<file path="src/rtl/cross_entropy_grad_seq.sv">
// cross_entropy_grad_seq
//   Sequential cross-entropy gradient engine. For each element of a vector it
//   reads a prediction/label pair, clamps the prediction to [0, P_MAX], and
//   looks up 1/(1-p) using an external combinational table. The operand is p
//   for label 0 and P_MAX-p for label 1. It then writes the gradient back:
//   tbl_out for label 0, -tbl_out for label 1. Each element takes 3 cycles
//   (READ, LOOK, WRITE), plus any write back-pressure.
// Ports
//   clk, rst_n            clock, async active-low reset
//   start, len            vector request (honoured in IDLE only) and element count
//   busy, done            activity flag, one-cycle completion pulse
//   rd_en, rd_addr        memory read request; rd_pred/rd_label return 1 cycle later
//   tbl_in, tbl_out       lookup table operand / result
//   wr_en, wr_addr,       gradient write request, accepted when wr_ready is high
//   wr_data, wr_ready
//   clamp_cnt             clamped predictions in current/most recent vector
module cross_entropy_grad_seq #(
  parameter int DATA_W = 16,
  parameter int ADDR_W = 8,
  parameter int P_MAX  = 4095
) (
  input  logic              clk,
  input  logic              rst_n,
  input  logic              start,
  input  logic [ADDR_W-1:0] len,
  output logic              busy,
  output logic              done,
  output logic              rd_en,
  output logic [ADDR_W-1:0] rd_addr,
  input  logic [DATA_W-1:0] rd_pred,
  input  logic              rd_label,
  output logic [DATA_W-1:0] tbl_in,
  input  logic [DATA_W-1:0] tbl_out,
  output logic              wr_en,
  output logic [ADDR_W-1:0] wr_addr,
  output logic [DATA_W-1:0] wr_data,
  input  logic              wr_ready,
  output logic [ADDR_W-1:0] clamp_cnt
);

  typedef enum logic [2:0] {S_IDLE, S_READ, S_LOOK, S_WRITE, S_DONE} state_t;

  localparam logic signed [DATA_W-1:0] PMAX = DATA_W'(P_MAX);

  state_t            state_q, state_d;
  logic [ADDR_W-1:0] idx_q, idx_d;
  logic [ADDR_W-1:0] len_q, len_d;
  logic [ADDR_W-1:0] clamp_q, clamp_d;
  logic [DATA_W-1:0] op_q, op_d;
  logic              lbl_q, lbl_d;

  // Clamp of the returned prediction; only consumed in LOOK.
  logic signed [DATA_W-1:0] pred_s, pred_cl;
  logic                     is_clamped;
  logic [ADDR_W-1:0]        idx_inc;

  assign pred_s  = $signed(rd_pred);
  assign idx_inc = idx_q + ADDR_W'(1);

  always_comb begin
    pred_cl    = pred_s;
    is_clamped = 1'b0;
    if (pred_s < 0) begin
      pred_cl    = '0;
      is_clamped = 1'b1;
    end else if (pred_s > PMAX) begin
      pred_cl    = PMAX;
      is_clamped = 1'b1;
    end
  end

  always_comb begin
    state_d = state_q;
    idx_d   = idx_q;
    len_d   = len_q;
    clamp_d = clamp_q;
    op_d    = op_q;
    lbl_d   = lbl_q;
    busy    = 1'b1;
    done    = 1'b0;
    rd_en   = 1'b0;
    rd_addr = '0;
    tbl_in  = '0;
    wr_en   = 1'b0;
    wr_addr = '0;
    wr_data = '0;
    unique case (state_q)
      S_IDLE: begin
        busy = 1'b0;
        if (start) begin
          idx_d   = '0;
          clamp_d = '0;
          len_d   = len;
          state_d = (len == '0) ? S_DONE : S_READ;
        end
      end
      S_READ: begin
        rd_en   = 1'b1;
        rd_addr = idx_q;
        state_d = S_LOOK;
      end
      S_LOOK: begin
        op_d  = rd_label ? DATA_W'(PMAX - pred_cl) : DATA_W'(pred_cl);
        lbl_d = rd_label;
        if (is_clamped && clamp_q != '1) clamp_d = clamp_q + ADDR_W'(1);
        state_d = S_WRITE;
      end
      S_WRITE: begin
        // Everything here is driven from registers or the combinational
        // table, so outputs stay constant while the sink stalls.
        tbl_in  = op_q;
        wr_en   = 1'b1;
        wr_addr = idx_q;
        wr_data = lbl_q ? DATA_W'(-tbl_out) : tbl_out;
        if (wr_ready) begin
          idx_d   = idx_inc;
          state_d = (idx_inc == len_q) ? S_DONE : S_READ;
        end
      end
      S_DONE: begin
        done    = 1'b1;
        state_d = S_IDLE;
      end
      default: state_d = S_IDLE;
    endcase
  end

  always_ff @(posedge clk or negedge rst_n) begin
    if (!rst_n) begin
      state_q <= S_IDLE;
      idx_q   <= '0;
      len_q   <= '0;
      clamp_q <= '0;
      op_q    <= '0;
      lbl_q   <= 1'b0;
    end else begin
      state_q <= state_d;
      idx_q   <= idx_d;
      len_q   <= len_d;
      clamp_q <= clamp_d;
      op_q    <= op_d;
      lbl_q   <= lbl_d;
    end
  end

  assign clamp_cnt = clamp_q;

endmodule

</file>
<file path="config.mk">
export PLATFORM = sky130hd
export DESIGN_NAME = cross_entropy_grad_seq
export DESIGN_NICKNAME = d
export VERILOG_FILES = /design/src/rtl/cross_entropy_grad_seq.sv
export SDC_FILE = /design/constraint.sdc
export NUM_CORES = 1
export LEC_CHECK = 0
export CORE_ASPECT_RATIO = 0.75
export CORE_UTILIZATION = 30
export CTS_BUF_LIST = sky130_fd_sc_hd__clkbuf_4 sky130_fd_sc_hd__clkbuf_8
export CTS_CLUSTER_DIAMETER = 100
export DETAILED_ROUTE_END_ITERATION = 16
export SYNTH_ARGS = -nofsm -noshare
export SYNTH_HDL_FRONTEND = slang
export SYNTH_SLANG_ARGS = --single-unit
export TNS_END_PERCENT = 10
</file>
<file path="constraint.sdc">
create_clock -name clk -period 3.4 [get_ports clk]
set_input_delay 1.02 -clock clk [delete_from_list [all_inputs] [get_ports clk]]
set_output_delay 1.02 -clock clk [all_outputs]
set_load 0.02 [all_outputs]
</file>
==> impl_results.md <==
* P_int at roughly 1700 uW
* Critical Path Source Type: input pin
* Syn-to-layout area delta at 49.53%
* Count of state elements after synthesis at 44
* Worst hold path type: reg2reg
* Simple-Gate Fraction of Synth Area at 0.3108
* # setup viols final at 3
* Vias at 2914
* Root Buffer: clkbuf_8
* IO buf count at about 100
* Synth Area in Compound Gates at 0.1178
* Setup crit end: wr_data[15]
* GR Layer Usage met3 at 0.02976
* M2 GR Usage at 0.2813
* Synth area leaders: dfrtp_1, nor2_1, xor2_1
* Post-synthesis sequential area ratio at 0.3741
* Post-detailed-route wirelength per cell at roughly 13 um
* RSZ-0062 raised after global routing: yes
* Largest net degree at the start of global routing at 45
* GRT Max-Usage Layer: met2
* Synth Flop Type: dfrtp_1
* FMAX at about 0.3 GHz
* Combinational family with the most area after synthesis: simple AND/OR/NAND/NOR gates
* Worst Reg2Reg Path Length in Cells at 6
* CTS Buf Count at 5
* First-pass GRT wire length at 13430 um
* R2r startpoint: state_q[2]
* CTS tree: yes
* Post-layout min period at around 3400 ps
* Die Wd at approximately 120 um
* Register area at about 0.0011 mm2
* Multi-input logic area at between 0.0015 and 0.002 mm2
* Setup bufs post-CTS at 0
* Die area at ~0.01 mm2
* Slew Viols, Final at 0
* Sequential power share at 0.287
* Net switching power at roughly 1500 uW
* Status: complete, but fails checks
* N_diodes at 0
* Routed vias/inst at around 4.8
* Number of synthesized flops with an enable pin at 0
* Final count of hold timing violations at 0
* CTS Hold Bufs at 0
* Area after DPL at 0.004239 mm2
* Vias in the first global route at about 2.8k
* Io pins at 105
* Gate Count Post-Synth at between 300 and 400
* Final worst slack at -12.11 ps
* Nets at 532
* Max clock buf depth at 2
* Final ANT Viol Nets at 0
* RR Endpoint: idx_q[5]
* R2R setup slack at between 1000 and 1500 ps
* Cell Rows at 30
* Leak pwr at 0.001884 uW
* Core Box Area at approximately 0.0093 mm2
* Mapped Avg Cell Area at 7.975 um2
* Post-route DRC at 0
* Cell variety after synth at 47
* Clock latency on the worst-skew pair at approximately 300 ps
* DR pass1 iterations at 4
* Worst setup path startpoint: tbl_out[11]
* Net Sw Frac at 0.4594
* Fin crit share at 1.004
* Worst hold slack at 504.7 ps
* Netlist Area Pre-Place at slightly below 0.003 mm2
* Post-synth ARST share at 1.000
* GR Layer Usage met1 at 0.2235
* Xor-xnor portion of the synthesized cell area at 0.1280
* Max Cap Viol at 0
* Share of cells above drive strength 1 at 0.1325
* CP endpoint kind: output pin
* 1st-iter DRT viols at 68
* Yosys warning count at 0
* Cell area after layout at roughly 0.0044 mm2
* Worst vdd ir at ~0.00026 V
* Data required, critical path at roughly 2400 ps
* Least-Margin Pin Slew at 1014 ps
* Fillers at slightly below 1k
* Post-Synth Adder-Cell Area at 0.01701
* Power per standard cell area at between 700 and 800 mW/mm2
* Number of H-tree levels at 2
* CP arrival at between 2000 and 2500 ps
* DP HPWL at approximately 6000 um
* Final wirelength at a little over 8000 um
* Post-synthesis mux area share at 0.01063
* Kind of critical path: in2out
* Routability cong. at between 0.7 and 0.8
* GRT Overall Usage at 0.1661
* Failing checks: negative setup slack
* Slew headroom at 0.3237
* Clock-pin slew on the worst setup and hold paths at ~80 ps
* Post-synth top area share at 0.3741
* Die Span Y at around 88 um
* Initial Util at 0.3174
* Clk_skew at about 8.5 ps
* Clock share of power at 0.103
* CP Max Fanout at 2
* Global route overflow at 0
* Combinational Power Share at 0.610
* Initial antenna violation count at 0
* Sink Count at 44
* Yosys top cell by area: dfrtp_1
==> logic make-up (layout without fill, tap and decap cells) <==
group	after synthesis	in the layout
other cells	1	2
mux	3	3
xor+xnor	43	43
buf+inv	29	142
compound gates	55	55
fa+ha+maj	4	4
flops	44	44
simple gates	190	190
==> routing by layer <==
layer / wire length [um] / vias up / part of all wire
met2: 3748 / 79 / 0.46
met5: 0 / - / 0
li1: - / 1450 / -
met4: 36 / 0 / 0.0044
met3: 408 / 4 / 0.050
met1: 3984 / 1381 / 0.49
==> power by group through the flow <==
stage | logic, uW | clock network [uW] | registers (uW)
floorplan | 1230 | 0 | 840
global route | 2150 | 369 | 956
detailed placement | 2010 | 0 | 920
CTS | 1980 | 345 | 922
finish | 1960 | 330 | 921
global placement | 1980 | 0 | 911
==> worst max-delay path, cell delays in order <==
cell and delay, ps:
dlygate4sd2_1 250, or4_4 560, o31ai_4 190, xor2_1 160
nor2_1 50, buf_4 160
==> through the flow <==
step,setup slack (ps),TNS (ps),std cells,total power (uW),util
finish,-12.11,-21.61,611,3209,0.4746
global route,-95.54,-394.3,611,3471,0.4746
CTS,-59.45,-72.65,611,3252,0.4742
detailed placement,-921.9,-9457,604,2925,0.4572
global placement,-867.7,-8935,604,2895,0.4572
floorplan,98.53,0,370,2073,-
==> cell usage after synthesis (2+ instances only) <==
master,number
o21ai_0,19
xnor2_1,20
or3_1,2
xor2_1,23
mux2i_1,2
nand3_1,16
a21o_1,2
nor2b_1,4
ha_1,4
and2_1,30
and3_1,3
nor2_1,70
nand3b_1,3
nand2_1,41
o31ai_1,7
a21oi_1,14
nand2b_1,3
buf_2,5
nor4_1,2
inv_1,8
nor3b_1,2
nand4_1,2
dfrtp_1,44
nor3_1,6
clkbuf_1,15
==> cells in the final DEF, fill, tap and decap left out, types with 3 or more instances in the layout <==
cell / count
clkdlybuf4s15_2: 3
nor2_1: 70
nand2_1: 41
ha_1: 3
o21ai_0: 17
clkbuf_8: 5
nor2b_1: 4
nand3_1: 15
buf_4: 24
o31ai_1: 3
and2_1: 30
clkbuf_2: 3
xor2_1: 23
clkdlybuf4s50_1: 74
a21oi_1: 14
buf_2: 5
inv_1: 6
xnor2_1: 20
nand3b_1: 3
and3_1: 3
nor3_1: 4
dfrtp_1: 44
dlygate4sd2_1: 14
==> flip-flops by register name (all words and copies together) (netlist names) <==
signal,count
op_q,16
clamp_cnt,8
idx_q,8
len_q,8
state_q,3
lbl_q,1
==> repair_timing <==
| action | 4_1_cts | 5_1_grt |
|---|---|---|
| gates cloned | 0 | 0 |
| setup endpoints to repair | 16 | 9 |
| pin swaps | 14 | 6 |
| gates resized for setup | 90 | 7 |
==> how the worst min path moves through the flow <==
stage | startpoint | to | slack [ps] | cells after the start
3_3_place_gp | op_q[15] | op_q[15] | 480 | 1
5_1_grt | len_q[3] | len_q[3] | 540 | 2
3_5_place_dp | op_q[15] | op_q[15] | 480 | 1
2_1_floorplan | op_q[12] | op_q[12] | 460 | 1
6_report | op_q[15] | op_q[15] | 500 | 1
4_1_cts | op_q[15] | op_q[15] | 510 | 1
==> final cells by class <==
| class | instances | share of cell area |
|---|---|---|
| clock buffer | 5 | 0.01564 |
| sequential | 44 | 0.2502 |
| tap | 128 | 0.03639 |
| inverter | 8 | 0.006824 |
| timing repair buffer | 127 | 0.2667 |
| clock inverter | 2 | 0.002843 |
| multi-input combinational | 297 | 0.4214 |
No activity file was read; power rests on OpenSTA's default activity.
